[src/rtl/seg_scan_driver_pkg.sv]
// Shared types and constants for the 7-segment scan driver.
// Glyph table, digit slot indices and the captured-result record.
package seg_pkg;

   typedef enum logic [0:0] {BLANK, SHOW} scan_state_t;

   // Active-high segments, bit 0 = a ... bit 6 = g
   localparam logic [6:0] SEG_HEX [16] = '{
      7'h3F, 7'h06, 7'h5B, 7'h4F, 7'h66, 7'h6D, 7'h7D, 7'h07,
      7'h7F, 7'h6F, 7'h77, 7'h7C, 7'h39, 7'h5E, 7'h79, 7'h71
   };
   localparam logic [6:0] SEG_MINUS = 7'h40;
   localparam logic [6:0] SEG_BLANK = 7'h00;

   localparam logic [1:0] DIG_TOTAL = 2'd0;
   localparam logic [1:0] DIG_B     = 2'd1;
   localparam logic [1:0] DIG_A     = 2'd2;
   localparam logic [1:0] DIG_STAT  = 2'd3;

   typedef struct packed {
      logic [3:0] a;
      logic [3:0] b;
      logic [3:0] total;
      logic       carry;
      logic       ov;
      logic       sub;
   } seg_data_t;

endpackage

[src/rtl/seg_scan_driver_if.sv]
// Result bus from the add/sub stage plus the display outputs of the scan driver.
interface seg_scan_driver_if;
   logic       load;
   logic [3:0] total;
   logic       carry;
   logic       ov;
   logic [3:0] a;
   logic [3:0] b;
   logic       sub;
   logic [6:0] seg;
   logic       dp;
   logic [3:0] an;

   modport master (output load, total, carry, ov, a, b, sub, input seg, dp, an);
   modport slave  (input load, total, carry, ov, a, b, sub, output seg, dp, an);
endinterface

[src/rtl/seg_scan_driver_hex7_decode.sv]
// Combinational 4-bit to 7-segment hex glyph lookup.
module hex7_decode
   import seg_pkg::*;
(
   input  logic [3:0] nibble,
   output logic [6:0] glyph
);
   assign glyph = SEG_HEX[nibble];
endmodule

[src/rtl/seg_scan_driver.sv]
// 4-digit multiplexed 7-seg driver with inter-digit blanking for the add/sub result.
// Optional SEG_BLINK_OV_EN: blink the whole display while the shown result has overflow set.
module seg_scan_driver
   import seg_pkg::*;
#(
   parameter int unsigned SCAN_DIV     = 50000,
   parameter int unsigned BLANK_CYC    = 64,
   parameter int unsigned BLINK_FRAMES = 64
) (
   input logic            clk,
   input logic            rst_n,
   seg_scan_driver_if.slave bus
);

   if (SCAN_DIV < 1 || BLANK_CYC < 1 || BLINK_FRAMES < 1) begin : g_param_check
      $error("seg_scan_driver: SCAN_DIV, BLANK_CYC and BLINK_FRAMES must be >= 1");
   end

   localparam int unsigned ScanW  = (SCAN_DIV > 1) ? $clog2(SCAN_DIV) : 1;
   localparam int unsigned BlankW = (BLANK_CYC > 1) ? $clog2(BLANK_CYC) : 1;
   localparam int unsigned CntW   = (ScanW > BlankW) ? ScanW : BlankW;
   localparam logic [CntW-1:0] ScanLast  = CntW'(SCAN_DIV - 1);
   localparam logic [CntW-1:0] BlankLast = CntW'(BLANK_CYC - 1);

   scan_state_t     state_q, state_d;
   logic [CntW-1:0] cnt_q, cnt_d;
   logic [1:0]      idx_q, idx_d;
   seg_data_t       shadow_q, shadow_d, disp_q, disp_d;
   logic            pend_q, pend_d, valid_q, valid_d;
   logic [6:0]      seg_q, seg_d;
   logic            dp_q, dp_d;
   logic [3:0]      an_q, an_d;
   logic            copy, wrap, lit;
   logic [3:0]      nibble;
   logic [6:0]      glyph;

   always_comb begin
      state_d = state_q;
      cnt_d   = cnt_q + CntW'(1);
      idx_d   = idx_q;
      unique case (state_q)
         BLANK: if (cnt_q == BlankLast) begin
            state_d = SHOW;
            cnt_d   = '0;
         end
         SHOW: if (cnt_q == ScanLast) begin
            state_d = BLANK;
            cnt_d   = '0;
            idx_d   = idx_q + 2'd1;
         end
      endcase
   end

   // The copy edge reads shadow_q, so a load on that same edge stays pending.
   assign copy = (state_q == BLANK) && (cnt_q == BlankLast) && pend_q;
   assign wrap = (state_q == SHOW) && (cnt_q == ScanLast) && (idx_q == DIG_STAT);

   always_comb begin
      shadow_d = shadow_q;
      if (bus.load) begin
         shadow_d = '{a: bus.a, b: bus.b, total: bus.total, carry: bus.carry, ov: bus.ov,
                      sub: bus.sub};
      end
      pend_d  = bus.load | (pend_q & ~copy);
      disp_d  = copy ? shadow_q : disp_q;
      valid_d = valid_q | copy;
   end

`ifdef SEG_BLINK_OV_EN
   localparam int unsigned FrameW = (BLINK_FRAMES > 1) ? $clog2(BLINK_FRAMES) : 1;
   localparam logic [FrameW-1:0] FrameLast = FrameW'(BLINK_FRAMES - 1);

   logic [FrameW-1:0] frame_q, frame_d;
   logic              phase_q, phase_d;

   always_comb begin
      frame_d = frame_q;
      phase_d = phase_q;
      if (copy) begin
         frame_d = '0;
         phase_d = 1'b1;
      end else if (wrap) begin
         if (frame_q == FrameLast) begin
            frame_d = '0;
            phase_d = ~phase_q;
         end else begin
            frame_d = frame_q + FrameW'(1);
         end
      end
   end

   always_ff @(posedge clk or negedge rst_n) begin
      if (!rst_n) begin
         frame_q <= '0;
         phase_q <= 1'b1;
      end else begin
         frame_q <= frame_d;
         phase_q <= phase_d;
      end
   end

   assign lit = phase_d | ~disp_d.ov;
`else
   logic unused_wrap;
   assign unused_wrap = wrap;
   assign lit = 1'b1;
`endif

   always_comb begin
      nibble = 4'h0;
      unique case (idx_d)
         DIG_TOTAL: nibble = disp_d.total;
         DIG_B:     nibble = disp_d.b;
         DIG_A:     nibble = disp_d.a;
         DIG_STAT:  nibble = 4'h0;
      endcase
   end

   hex7_decode u_hex7_decode (
      .nibble (nibble),
      .glyph  (glyph)
   );

   always_comb begin
      seg_d = SEG_BLANK;
      dp_d  = 1'b0;
      an_d  = 4'b0000;
      if (state_d == SHOW) begin
         if (lit) an_d = 4'(1) << idx_d;
         if (valid_d) begin
            unique case (idx_d)
               DIG_TOTAL: begin seg_d = glyph; dp_d = disp_d.ov; end
               DIG_B, DIG_A: seg_d = glyph;
               DIG_STAT: begin
                  seg_d = disp_d.sub ? SEG_MINUS : SEG_BLANK;
                  dp_d  = disp_d.carry;
               end
            endcase
         end
      end
   end

   always_ff @(posedge clk or negedge rst_n) begin
      if (!rst_n) begin
         state_q  <= BLANK;
         cnt_q    <= '0;
         idx_q    <= '0;
         shadow_q <= '0;
         disp_q   <= '0;
         pend_q   <= 1'b0;
         valid_q  <= 1'b0;
         seg_q    <= '0;
         dp_q     <= 1'b0;
         an_q     <= '0;
      end else begin
         state_q  <= state_d;
         cnt_q    <= cnt_d;
         idx_q    <= idx_d;
         shadow_q <= shadow_d;
         disp_q   <= disp_d;
         pend_q   <= pend_d;
         valid_q  <= valid_d;
         seg_q    <= seg_d;
         dp_q     <= dp_d;
         an_q     <= an_d;
      end
   end

   assign bus.seg = seg_q;
   assign bus.dp  = dp_q;
   assign bus.an  = an_q;

endmodule
[src/flat_wrapper.sv]
// flat-port wrapper written by rule: the top's interface ports become plain ports
module seg_scan_driver_flat import seg_pkg::*;
#(
   parameter int unsigned SCAN_DIV     = 50000,
   parameter int unsigned BLANK_CYC    = 64,
   parameter int unsigned BLINK_FRAMES = 64
)
  (clk, rst_n, bus_load, bus_total, bus_carry, bus_ov, bus_a, bus_b, bus_sub, bus_seg, bus_dp, bus_an);
  seg_scan_driver_if bus_i ();
  input logic clk;
  input logic rst_n;
  input wire logic [$bits(bus_i.load)-1:0] bus_load;
  input wire logic [$bits(bus_i.total)-1:0] bus_total;
  input wire logic [$bits(bus_i.carry)-1:0] bus_carry;
  input wire logic [$bits(bus_i.ov)-1:0] bus_ov;
  input wire logic [$bits(bus_i.a)-1:0] bus_a;
  input wire logic [$bits(bus_i.b)-1:0] bus_b;
  input wire logic [$bits(bus_i.sub)-1:0] bus_sub;
  output wire logic [$bits(bus_i.seg)-1:0] bus_seg;
  output wire logic [$bits(bus_i.dp)-1:0] bus_dp;
  output wire logic [$bits(bus_i.an)-1:0] bus_an;
  assign bus_i.load = bus_load;
  assign bus_i.total = bus_total;
  assign bus_i.carry = bus_carry;
  assign bus_i.ov = bus_ov;
  assign bus_i.a = bus_a;
  assign bus_i.b = bus_b;
  assign bus_i.sub = bus_sub;
  assign bus_seg = bus_i.seg;
  assign bus_dp = bus_i.dp;
  assign bus_an = bus_i.an;
  seg_scan_driver #(.SCAN_DIV(SCAN_DIV), .BLANK_CYC(BLANK_CYC), .BLINK_FRAMES(BLINK_FRAMES)) u_core (.clk(clk), .rst_n(rst_n), .bus(bus_i));
endmodule
[config.mk]
export PLATFORM = sky130hd
export DESIGN_NAME = seg_scan_driver_flat
export DESIGN_NICKNAME = d
export VERILOG_FILES = /design/src/rtl/seg_scan_driver_pkg.sv /design/src/rtl/seg_scan_driver_if.sv /design/src/rtl/seg_scan_driver_hex7_decode.sv /design/src/rtl/seg_scan_driver.sv /design/src/flat_wrapper.sv
export SDC_FILE = /design/constraint.sdc
export NUM_CORES = 1
export LEC_CHECK = 0
export CAP_MARGIN = 20
export CORE_MARGIN = 2
export CORE_UTILIZATION = 61
export DETAILED_ROUTE_END_ITERATION = 12
export PLACE_DENSITY = 0.84
export SKIP_LAST_GASP = 1
export SLEW_MARGIN = 25
export SYNTH_ARGS = -nofsm -noshare
export SYNTH_HDL_FRONTEND = slang
export SYNTH_SLANG_ARGS = --single-unit
[constraint.sdc]
create_clock -name clk -period 6.74 [get_ports clk]
set_input_delay 1.011 -clock clk [delete_from_list [all_inputs] [get_ports clk]]
set_output_delay 1.011 -clock clk [all_outputs]
set_load 0.02 [all_outputs]
==> results.cfg <==
[logic_synthesis]
yosysTopAreaCell = dfrtp_1
synth_top_area_share_pct = 50.4
synth_async_sr_flop_share_pct = 100
synthCells = 265
synth_most_common_cell = dfrtp_1
synth_area_leaders = dfrtp_1, mux2_2, nand3_1
syn_nets = 287
yosysUniqueCellTypes = 63
synth_edf_count = 0
ys_ff_latch = 63
synth_ff_type = dfrtp_1
yosysSeqAreaShare_pct = 50.4
yosysWarnings = 0
netlist_area_um2 = 3130
synth_common_cells = dfrtp_1, mux2_2, nor2_1, nand3_1, nand2_1
synth_area_per_cell_um2 = 11.8

[pwr]
cellPowerDensity_nw_per_um2 = 198
ir_worst_vdd_mv = 0.143
power.leakage_nw = 1.70

[clock_tree]
clock_latency_ps = 350
postCtsHoldBufs = 0
cts_num_sinks = 63
clockRootBuffer = clkbuf_8
postCtsSetupBuffers = 0
post_cts_resized = 0
cts_buffers = 9
clkTransAtPathRegs_ps = 70
tritoncts = done
htreeDepth = 3
clockBufferDepth = 2

[worst_setup_path]
critPathMaxFanout = 18
cp.arrival_ps = 4140
ff2ff_setup_slack_ps = 2840
required_ps = 6980
worstSetupPathType = reg -> reg
regToRegEndpoint = u_core.bus.seg[5]
reg2reg_depth = 12
reg2reg_from = u_core.cnt_q[0]
start_kind = flop
worst_setup_path_endpoint = u_core.bus.seg[5]
startpoint = u_core.cnt_q[0]
crit_path_end_kind = flop

[floorplanning]
rows = 26
die_h_um = 75.6
die_area_um2 = 5710
start_util_pct = 62.4
die-width_um = 75.6
boundaryPins = 30
core_um2 = 5010

[placed_design]
port_buffers = 29
gp_congestion = 0.913
place_hpwl_mm = 4.16
numPlacedInstances = 356

[sta]
tightest_slew_ps = 934
maxSlewViolCount = 0
fmax_mhz = 256
setup_viol = 0
fin_worst_skew_ps = 7.09
fin_crit_ps = 3900
rsz0062_at_grt = no
tns_ps = 0
slew_headroom_pct = 37.3
finalHoldViolCount = 0
post-route-period-util_pct = 57.9

[global_routing]
grt_util_met2_pct = 34.3
grt_pass1_vias = 2070
antenna_found_initial = 0
grt_util_met3_pct = 5.42
grt_use_total_pct = 23.6
busiest_layer = met2
grt_max_degree = 64
grt_use_met1_pct = 32.8
grt_pass1_wl_mm = 9.79
grt_overflow = 0

[finish]
seq_area_um2 = 1580
fin_cells = 372
n_fill_cell = 373
areaGrowthSynthToFinish_pct = 16.1
multiInputGateArea_um2 = 1460
num_antenna_cells = 0
drive_gt1_share_pct = 21.5
final_nets = 319

[routing]
vias = 2170
vias_per_cell = 5.83
drt-initial-drc-count = 175
drt_wl_total_mm = 5.86
ant_nets = 0
dr.pass1.iters = 4
wl_per_cell_um = 15.8
drcViolationCount = 0

[status]
status = finished, final reports clean

[job]
max-cap-violations = 0

[hold_path]
hp-class = reg -> reg
## how the worst min path moves through the flow
stage               startpoint              end  cells after the start
2_1_floorplan    u_core.pend_q    u_core.pend_q                      1
3_3_place_gp     u_core.pend_q    u_core.pend_q                      1
3_5_place_dp     u_core.pend_q    u_core.pend_q                      1
4_1_cts        u_core.cnt_q[0]  u_core.cnt_q[0]                      1
5_1_grt        u_core.cnt_q[0]  u_core.cnt_q[0]                      1
6_report         u_core.pend_q    u_core.pend_q                      1
## state kept, by name (all words and copies together) (netlist names)
register,count
u_core.bus.an,4
u_core.bus.dp,1
u_core.bus.seg,7
u_core.cnt_q,16
u_core.disp_q,15
u_core.idx_q,2
u_core.pend_q,1
u_core.shadow_q,15
u_core.state_q,1
u_core.valid_q,1
## power by group
group,total [mW],switching [mW],internal [mW]
Combinational,0.0296,0.0122,0.0174
Sequential,0.393,0.00545,0.387
Clock,0.295,0.143,0.152
Total,0.718,0.161,0.557
## critical path: stages, from the launching register on
cell and delay (ps):
dfrtp_1 380, ha_1 220, or4b_4 490, nor4_4 710
nor3b_2 130, o211ai_1 210, o221ai_1 190, nor2_2 390
ha_1 250, inv_1 60, or3_1 380, a21boi_1 140
o221a_1 250
## placed cells by master (no fill, tap or decap), drive strengths merged, types with 2 or more instances in the layout
cell type / instances
inv: 9
clkdlybuf4s50: 28
a41oi: 2
nor2: 19
nand3b: 2
mux2i: 6
clkbuf: 13
nand2b: 3
nor3b: 2
buf: 2
o211ai: 2
o221ai: 2
o22ai: 3
nor3: 2
a21o: 3
nand4bb: 2
or2: 3
nand2: 13
o221a: 2
and2: 4
nand3: 17
clkinv: 2
dfrtp: 63
and3: 9
xor2: 8
or3: 6
o21ai: 4
nand4: 4
ha: 4
xnor2: 7
nor4: 6
a21oi: 5
a21boi: 3
o211a: 4
mux2: 28
## layout make-up
cell class	count	area share (%)
sequential	63	43.5
multi-input combinational	184	40.3
timing repair buffer	30	8.07
clock buffer	13	4.38
tap	70	2.41
inverter	9	0.931
clock inverter	3	0.483
## cell families after synthesis
logic type | share of synthesized area [%]
AND/OR/NAND/NOR | 18.7
XOR/XNOR | 4.20
adder cells (fa/ha/maj) | 1.60
AO/OA/AOI/OAI | 10.0
multiplexers | 12.2
buffers and inverters | 2.84
flip-flops | 50.4
## per-stage QoR
stage / utilization [%] / hold slack [ps] / cell area, um^2 / setup WS, ps / total power [mW]
3_5_place_dp: 68.9 / 464 / 3450 / 2830 / 0.430
5_1_grt: 72.4 / 507 / 3630 / 2490 / 0.744
3_3_place_gp: 68.9 / 453 / 3450 / 2910 / 0.429
4_1_cts: 72.4 / 479 / 3630 / 2840 / 0.726
6_report: 72.4 / 474 / 3630 / 2840 / 0.718
2_1_floorplan: - / 442 / 3130 / 3490 / 0.409
## per-layer routing
layer	part of all wire (%)	vias up	wire length [um]
met5	0	-	0
met1	46	1066	2670
met3	5.7	12	333
met4	2.4	0	143
li1	-	1022	-
met2	46	70	2720
Note: power is estimated with default switching activity, not from simulation.
